===== config.mk =====
export PLATFORM = sky130hd
export DESIGN_NAME = wb_stage
export DESIGN_NICKNAME = d
export VERILOG_FILES = /design/src/rtl/wb_pkg.sv /design/src/rtl/load_extend.sv /design/src/rtl/wb_stage.sv
export SDC_FILE = /design/constraint.sdc
export NUM_CORES = 1
export LEC_CHECK = 0
export BUFFER_PORTS_ARGS = -buffer_cell sky130_fd_sc_hd__clkbuf_2
export CAP_MARGIN = 20
export CORE_MARGIN = 8
export CORE_UTILIZATION = 25
export CTS_CLUSTER_SIZE = 40
export DETAILED_ROUTE_END_ITERATION = 6
export PLACE_DENSITY = 0.47
export SKIP_CTS_REPAIR_TIMING = 1
export SLEW_MARGIN = 10
export SYNTH_ARGS = -nofsm -noshare
export SYNTH_HDL_FRONTEND = slang
export SYNTH_SLANG_ARGS = --single-unit
export TNS_END_PERCENT = 1

===== constraint.sdc =====
create_clock -name clk -period 3.05 [get_ports clk]
set_clock_uncertainty 0.05 [all_clocks]
set_input_delay 0.61 -clock clk [delete_from_list [all_inputs] [get_ports clk]]
set_output_delay 0.61 -clock clk [all_outputs]
set_load 0.05 [all_outputs]

===== src/rtl/wb_pkg.sv =====
// Shared writeback-stage types: wbSel encodings, load funct3 codes, latch layout.
package wb_pkg;

  typedef enum logic [1:0] {
    WB_ALU = 2'b00,
    WB_MEM = 2'b01,
    WB_PC4 = 2'b10,
    WB_RSV = 2'b11
  } wb_sel_e;

  localparam logic [2:0] F3_LB  = 3'b000;
  localparam logic [2:0] F3_LH  = 3'b001;
  localparam logic [2:0] F3_LW  = 3'b010;
  localparam logic [2:0] F3_LBU = 3'b100;
  localparam logic [2:0] F3_LHU = 3'b101;

  // Data driven to the register file for the reserved wbSel code.
  localparam logic [31:0] WB_RSV_DATA = 32'h0000_0000;

  typedef struct packed {
    logic        valid;
    logic [4:0]  rd;
    logic        regWr;
    wb_sel_e     wbSel;
    logic [31:0] aluRes;
    logic [31:0] memData;
    logic [31:0] pcInc;
    logic [2:0]  funct3;
  } memwb_t;

endpackage


===== src/rtl/load_extend.sv =====
// Picks the addressed byte/halfword out of a loaded word and extends it.
module load_extend
  import wb_pkg::*;
(
  input  logic [31:0] word,
  input  logic [1:0]  addrLo,
  input  logic [2:0]  funct3,
  output logic [31:0] value
);

  logic [7:0]  w_byte;
  logic [15:0] w_half;

  // Lane select: bytes by both address bits, halfwords by addrLo[1] only.
  always_comb begin
    w_byte = 8'h00;
    case (addrLo)
      2'b00: w_byte = word[7:0];
      2'b01: w_byte = word[15:8];
      2'b10: w_byte = word[23:16];
      2'b11: w_byte = word[31:24];
      default: w_byte = 8'h00;
    endcase
    w_half = addrLo[1] ? word[31:16] : word[15:0];
  end

  // Extension by load type; unknown codes pass the word through.
  always_comb begin
    value = word;
    case (funct3)
      F3_LB:   value = {{24{w_byte[7]}}, w_byte};
      F3_LH:   value = {{16{w_half[15]}}, w_half};
      F3_LW:   value = word;
      F3_LBU:  value = {24'h0, w_byte};
      F3_LHU:  value = {16'h0, w_half};
      default: value = word;
    endcase
  end

endmodule


===== src/rtl/wb_stage.sv =====
// MEM/WB latch and writeback mux: register-file write port, bypass hits and
// retired-instruction counter. Outputs are combinational from the latch so
// they settle well before the negedge-sampling register file.
module wb_stage
  import wb_pkg::*;
#(
  parameter int CNT_W = 32
) (
  input  logic             clk,
  input  logic             rst,
  input  logic             stall,
  input  logic             flush,
  input  logic             in_valid,
  input  logic [4:0]       in_rd,
  input  logic             in_regWr,
  input  logic [1:0]       in_wbSel,
  input  logic [31:0]      in_aluRes,
  input  logic [31:0]      in_memData,
  input  logic [31:0]      in_pcInc,
  input  logic [2:0]       in_funct3,
  input  logic [4:0]       rs1,
  input  logic [4:0]       rs2,
  output logic [4:0]       rd,
  output logic [31:0]      dataWr,
  output logic             ruWr,
  output logic             fwdA,
  output logic             fwdB,
  output logic [CNT_W-1:0] instret
);

  memwb_t            r_latch;
  memwb_t            w_next;
  logic [CNT_W-1:0]  r_instret;
  logic [31:0]       w_ldData;
  logic              w_retire;

  assign w_next = '{valid:   in_valid,
                    rd:      in_rd,
                    regWr:   in_regWr,
                    wbSel:   wb_sel_e'(in_wbSel),
                    aluRes:  in_aluRes,
                    memData: in_memData,
                    pcInc:   in_pcInc,
                    funct3:  in_funct3};

  // A valid latched instruction retires whenever the latch is overwritten,
  // including when it is squashed by flush.
  assign w_retire = r_latch.valid && (!stall || flush);

  // Latch update: reset > flush (bubble) > stall (hold) > capture.
  always_ff @(posedge clk) begin
    if (rst) begin
      r_latch   <= '0;
      r_instret <= '0;
    end else begin
      if (flush)       r_latch.valid <= 1'b0;
      else if (!stall) r_latch       <= w_next;
      if (w_retire)    r_instret     <= r_instret + 1'b1;
    end
  end

  load_extend u_ld (
    .word   (r_latch.memData),
    .addrLo (r_latch.aluRes[1:0]),
    .funct3 (r_latch.funct3),
    .value  (w_ldData)
  );

  // Writeback data mux, write enable (x0 and reserved code suppressed), bypass.
  always_comb begin
    dataWr = WB_RSV_DATA;
    case (r_latch.wbSel)
      WB_ALU:  dataWr = r_latch.aluRes;
      WB_MEM:  dataWr = w_ldData;
      WB_PC4:  dataWr = r_latch.pcInc;
      default: dataWr = WB_RSV_DATA;
    endcase
    ruWr = r_latch.valid && r_latch.regWr && (r_latch.rd != 5'd0) &&
           (r_latch.wbSel != WB_RSV);
    fwdA = ruWr && (r_latch.rd == rs1);
    fwdB = ruWr && (r_latch.rd == rs2);
  end

  assign rd      = r_latch.rd;
  assign instret = r_instret;

endmodule


==> out/results.md <==
| Step | Item | This run |
| --- | --- | --- |
| status | Run status | finished, final reports clean |
| finish | Sequential cell area | 2810 sq um |
| worst hold path | Hold path endpoint | r_latch[32]$_SDFFE_PP0P_ |
| global routing | Most used routing layer in global routing | met2 |
| yosys | Post-Syn Area | 6740 sq um |
| placement | Total placed instance area | 8500 sq um |
| global routing | Global routing usage on met2 | 0.233 |
| finish | Multi-input logic area | 3560 sq um |
| yosys | Share of the synthesized area in compound gates (AO/OA/AOI/OAI) | 0.179 |
| global routing | Initial antenna violation count | 7 |
| setup path | Maximum net fanout on the critical path | 5 |
| yosys | Mux share of post-synthesis cell area | 0.0123 |
| yosys | Number of synthesized flops with an enable pin | 0 |
| yosys | Count of different cell masters after synthesis | 51 |
| yosys | Largest cells by area after synthesis | dfxtp_1 42%, nand2_1 16%, a21oi_1 11% |
| clock tree | Clk sink count | 140 |
| yosys | Most used standard cells in the synthesized netlist | 283 x nand2_1, 143 x a21oi_1, 140 x dfxtp_1, 51 x clkbuf_1, 44 x nor2_1 |
| sta | Final Max Slew Viols | 0 |
| route | Number of nets with antenna violations after detailed routing | 0 |
| yosys | Cell taking the most area after synthesis | dfxtp_1 |
| sta | Finish-stage setup viols | 0 |
| clock tree | Clock latency reported for the late side of the worst-skew pair | 0.43 ns |
| sta | Setup tns final | 0 ns |
| route | Routed len/inst | 17.2 microns |
| sta | Unrepaired setup endpoints after global routing | yes |
| floorplan | Number of I/O pins | 194 |
| yosys | Flops & latches, synth | 140 |
| global routing | Global routing usage on met3 | 0.0534 |
| worst hold path | Worst Hold Depth | 3 |
| sta | Share of the clock period used by the worst path after layout | 0.968 |
| yosys | Dominant register cell in the synthesized netlist | dfxtp_1 |
| setup path | End of the worst register-to-register path | instret[24]$_SDFFE_PP0P_ |
| clock tree | Total number of H-tree levels | 4 |
| finish | Total Nets Final | 1199 |
| global routing | Maximum number of pins on one net before global-route repair | 108 |
| clock tree | Clock tree from TritonCTS | done |
| global routing | Met1 Track Usage GR | 0.188 |
| worst hold path | Hold WC Path Type | input pin to register |
| yosys | Synthesized-area fraction occupied by adder cells | 0.00186 |
| global routing | Number of global-route vias before repair | 6690 |
| yosys | Post-synthesis simple-gate area fraction | 0.286 |
| sta | Post-layout worst setup margin | 0.0970 ns |
| sta | Transition at the pin with the smallest max-transition slack | 0.594 ns |
| clock tree | Clock root buffer | clkbuf_16 |
| placement | Count of port buffers added during placement | 193 |
| floorplan | Die extent in y | 180 microns |
| sta | Maximum achievable frequency | 339 MHz |
| yosys | Nets in the synthesized netlist | 1037 |
| placement | Detailed Place HPWL | 17.9 mm |
| worst hold path | Hold Startpoint | in_pcInc[29] |
| setup path | R2R depth | 5 |
| sta | Worst hold slack after final layout | 0.347 ns |
| yosys | Proportion of register bits with asynchronous set or reset after synthesis | 0 |
| yosys | Main combinational cell family by area after synthesis | simple AND/OR/NAND/NOR gates |
| setup path | Worst R2R Start | instret[11]$_SDFFE_PP0P_ |
| route | Drt pass-1 iters | 5 |
| setup path | WS Path Type | register to primary output |
| setup path | Critical path endpoint category | primary output |
| setup path | Data arrival at the endpoint of the critical path | 2.29 ns |
| finish | Syn-to-layout area delta | 34.4% |
| clock tree | Inserted Clock Buffers | 17 |
| pwr | Peak supply drop | 0.258 mV |
| floorplan | Placeable core area | 26700 sq um |
| finish | Layout Cell Area excl Fill | 9050 sq um |
| sta | Shortest period the worst path allows | 2.95 ns |
| route | DRC errors left | 0 |
| job | Max Cap Violations | 0 |
| sta | Final-report hold violation count | 0 |
| route | Detailed-route vias per instance | 4.69 |
| clock tree | Clock transition time at the flip-flop clock pins of the worst setup and hold paths | 0.07 ns |
| finish | Share of layout cells above drive strength 1 | 0.248 |
| yosys | Yosys top cell area share | 0.416 |
| floorplan | Initial Utilization | 0.252 |
| yosys | Post-Synth XOR/XNOR Area | 0.0455 |
| route | Total Wirelength | 24.6 mm |
| route | 1st-iter DRT viols | 360 |
| pwr | P per Cell Area | 506 nW/um^2 |
| global routing | First-pass GRT wire length | 38.6 mm |
| placement | Worst slack, placed | 0.394 ns |
| route | Vias after detailed routing | 6714 |
| setup path | Critical path startpoint category | register |
| sta | Headroom to the max-slew limit | 0.604 |
| setup path | Data required time at the worst endpoint | 2.39 ns |
| floorplan | Horiz. Die Dim | 180 microns |
| finish | Number of fillers in the final layout | 2894 |
| floorplan | Site Rows | 60 |
| placement | Weighted congestion reported at the end of routability-driven placement | 0.827 |
| yosys | Register area share after synthesis | 0.416 |
| clock tree | Buffer depth of the longest clock path | 2 |
| yosys | Post-Synthesis Mean Instance Area | 7.37 sq um |
| yosys | Count leader, synth | nand2_1 |
| floorplan | Floorplan die area | 32400 sq um |
| yosys | Post-synthesis cell count | 914 |
| setup path | Worst setup slack for register-to-register paths | 1.25 ns |
| global routing | Total global-route track usage | 0.150 |
| finish | Layout Utilization | 0.339 |
| yosys | Total number of yosys warnings | 0 |
| pwr | Leakage power | 3.43 nW |
| global routing | Overall overflow remaining after global route | 0 |
==> cells in the final DEF (no fill, tap or decap), types with 17 or more instances in the layout <==
cell type / count
buf_12: 34
buf_4: 20
xnor2_1: 28
nor2b_1: 19
nor2_1: 43
dfxtp_1: 138
clkbuf_16: 17
inv_1: 18
a21oi_1: 143
nand2_1: 283
clkbuf_2: 162
o211ai_1: 17
==> registers in the layout, indices dropped and copies added, names as in the netlist <==
name / cells
r_latch: 103
instret: 32
rd: 5
==> worst max-delay path, cell delays in order, from the launching register on <==
cell     delay, ns
dfxtp_1       0.43
mux4_2        0.55
and2_4        0.18
and2_1        0.21
a211o_1       0.34
buf_12        0.16
==> per-stage QoR <==
| step | total power, mW | std cells |
|---|---|---|
| after floorplan | 2.35 | 914 |
| after global placement | 2.68 | 1398 |
| after detailed placement | 2.68 | 1398 |
| after CTS | 4.66 | 1430 |
| after global routing | 4.79 | 1430 |
| final | 4.58 | 1432 |
==> layout make-up <==
cell class                      count  area share
Inverter                           18     0.00746
Multi-Input combinational cell    682       0.393
Antenna cell                        2    0.000553
Sequential cell                   140       0.310
Tap cell                          341      0.0471
Timing Repair Buffer              217       0.183
Clock buffer                       19      0.0478
Clock inverter                     13      0.0117
==> cell families after synthesis <==
logic type      count (synthesis)
flops                         140
mux                             7
simple gates                  428
compound gates                211
fa+ha+maj                       1
buf+inv                        92
xor+xnor                       35
==> report_power, final <==
group / internal (mW) / switching (mW)
clock network: 1.06 / 0.890
registers: 1.89 / 0.0602
logic: 0.287 / 0.396
total: 3.24 / 1.35
==> per-layer routing <==
metal / vias up / wire length, microns
met5: - / 73
met4: 12 / 703
li1: 3391 / -
met3: 42 / 1550
met1: 3102 / 11200
met2: 167 / 11100
==> worst max-delay path by stage <==
stage | start | endpoint | slack, ns | cells after the start
2_1_floorplan | rs1[0] | fwdA | 0.04 | 3
3_3_place_gp | r_latch[67]$_SDFFE_PP0P_ | dataWr[0] | 0.42 | 6
3_5_place_dp | r_latch[67]$_SDFFE_PP0P_ | dataWr[2] | 0.39 | 6
4_1_cts | r_latch[67]$_SDFFE_PP0P_ | dataWr[2] | -0.07 | 6
5_1_grt | r_latch[67]$_SDFFE_PP0P_ | dataWr[4] | -0.006 | 7
6_report | r_latch[67]$_SDFFE_PP0P_ | dataWr[10] | 0.1 | 5
(Power assumes the default switching activity.)
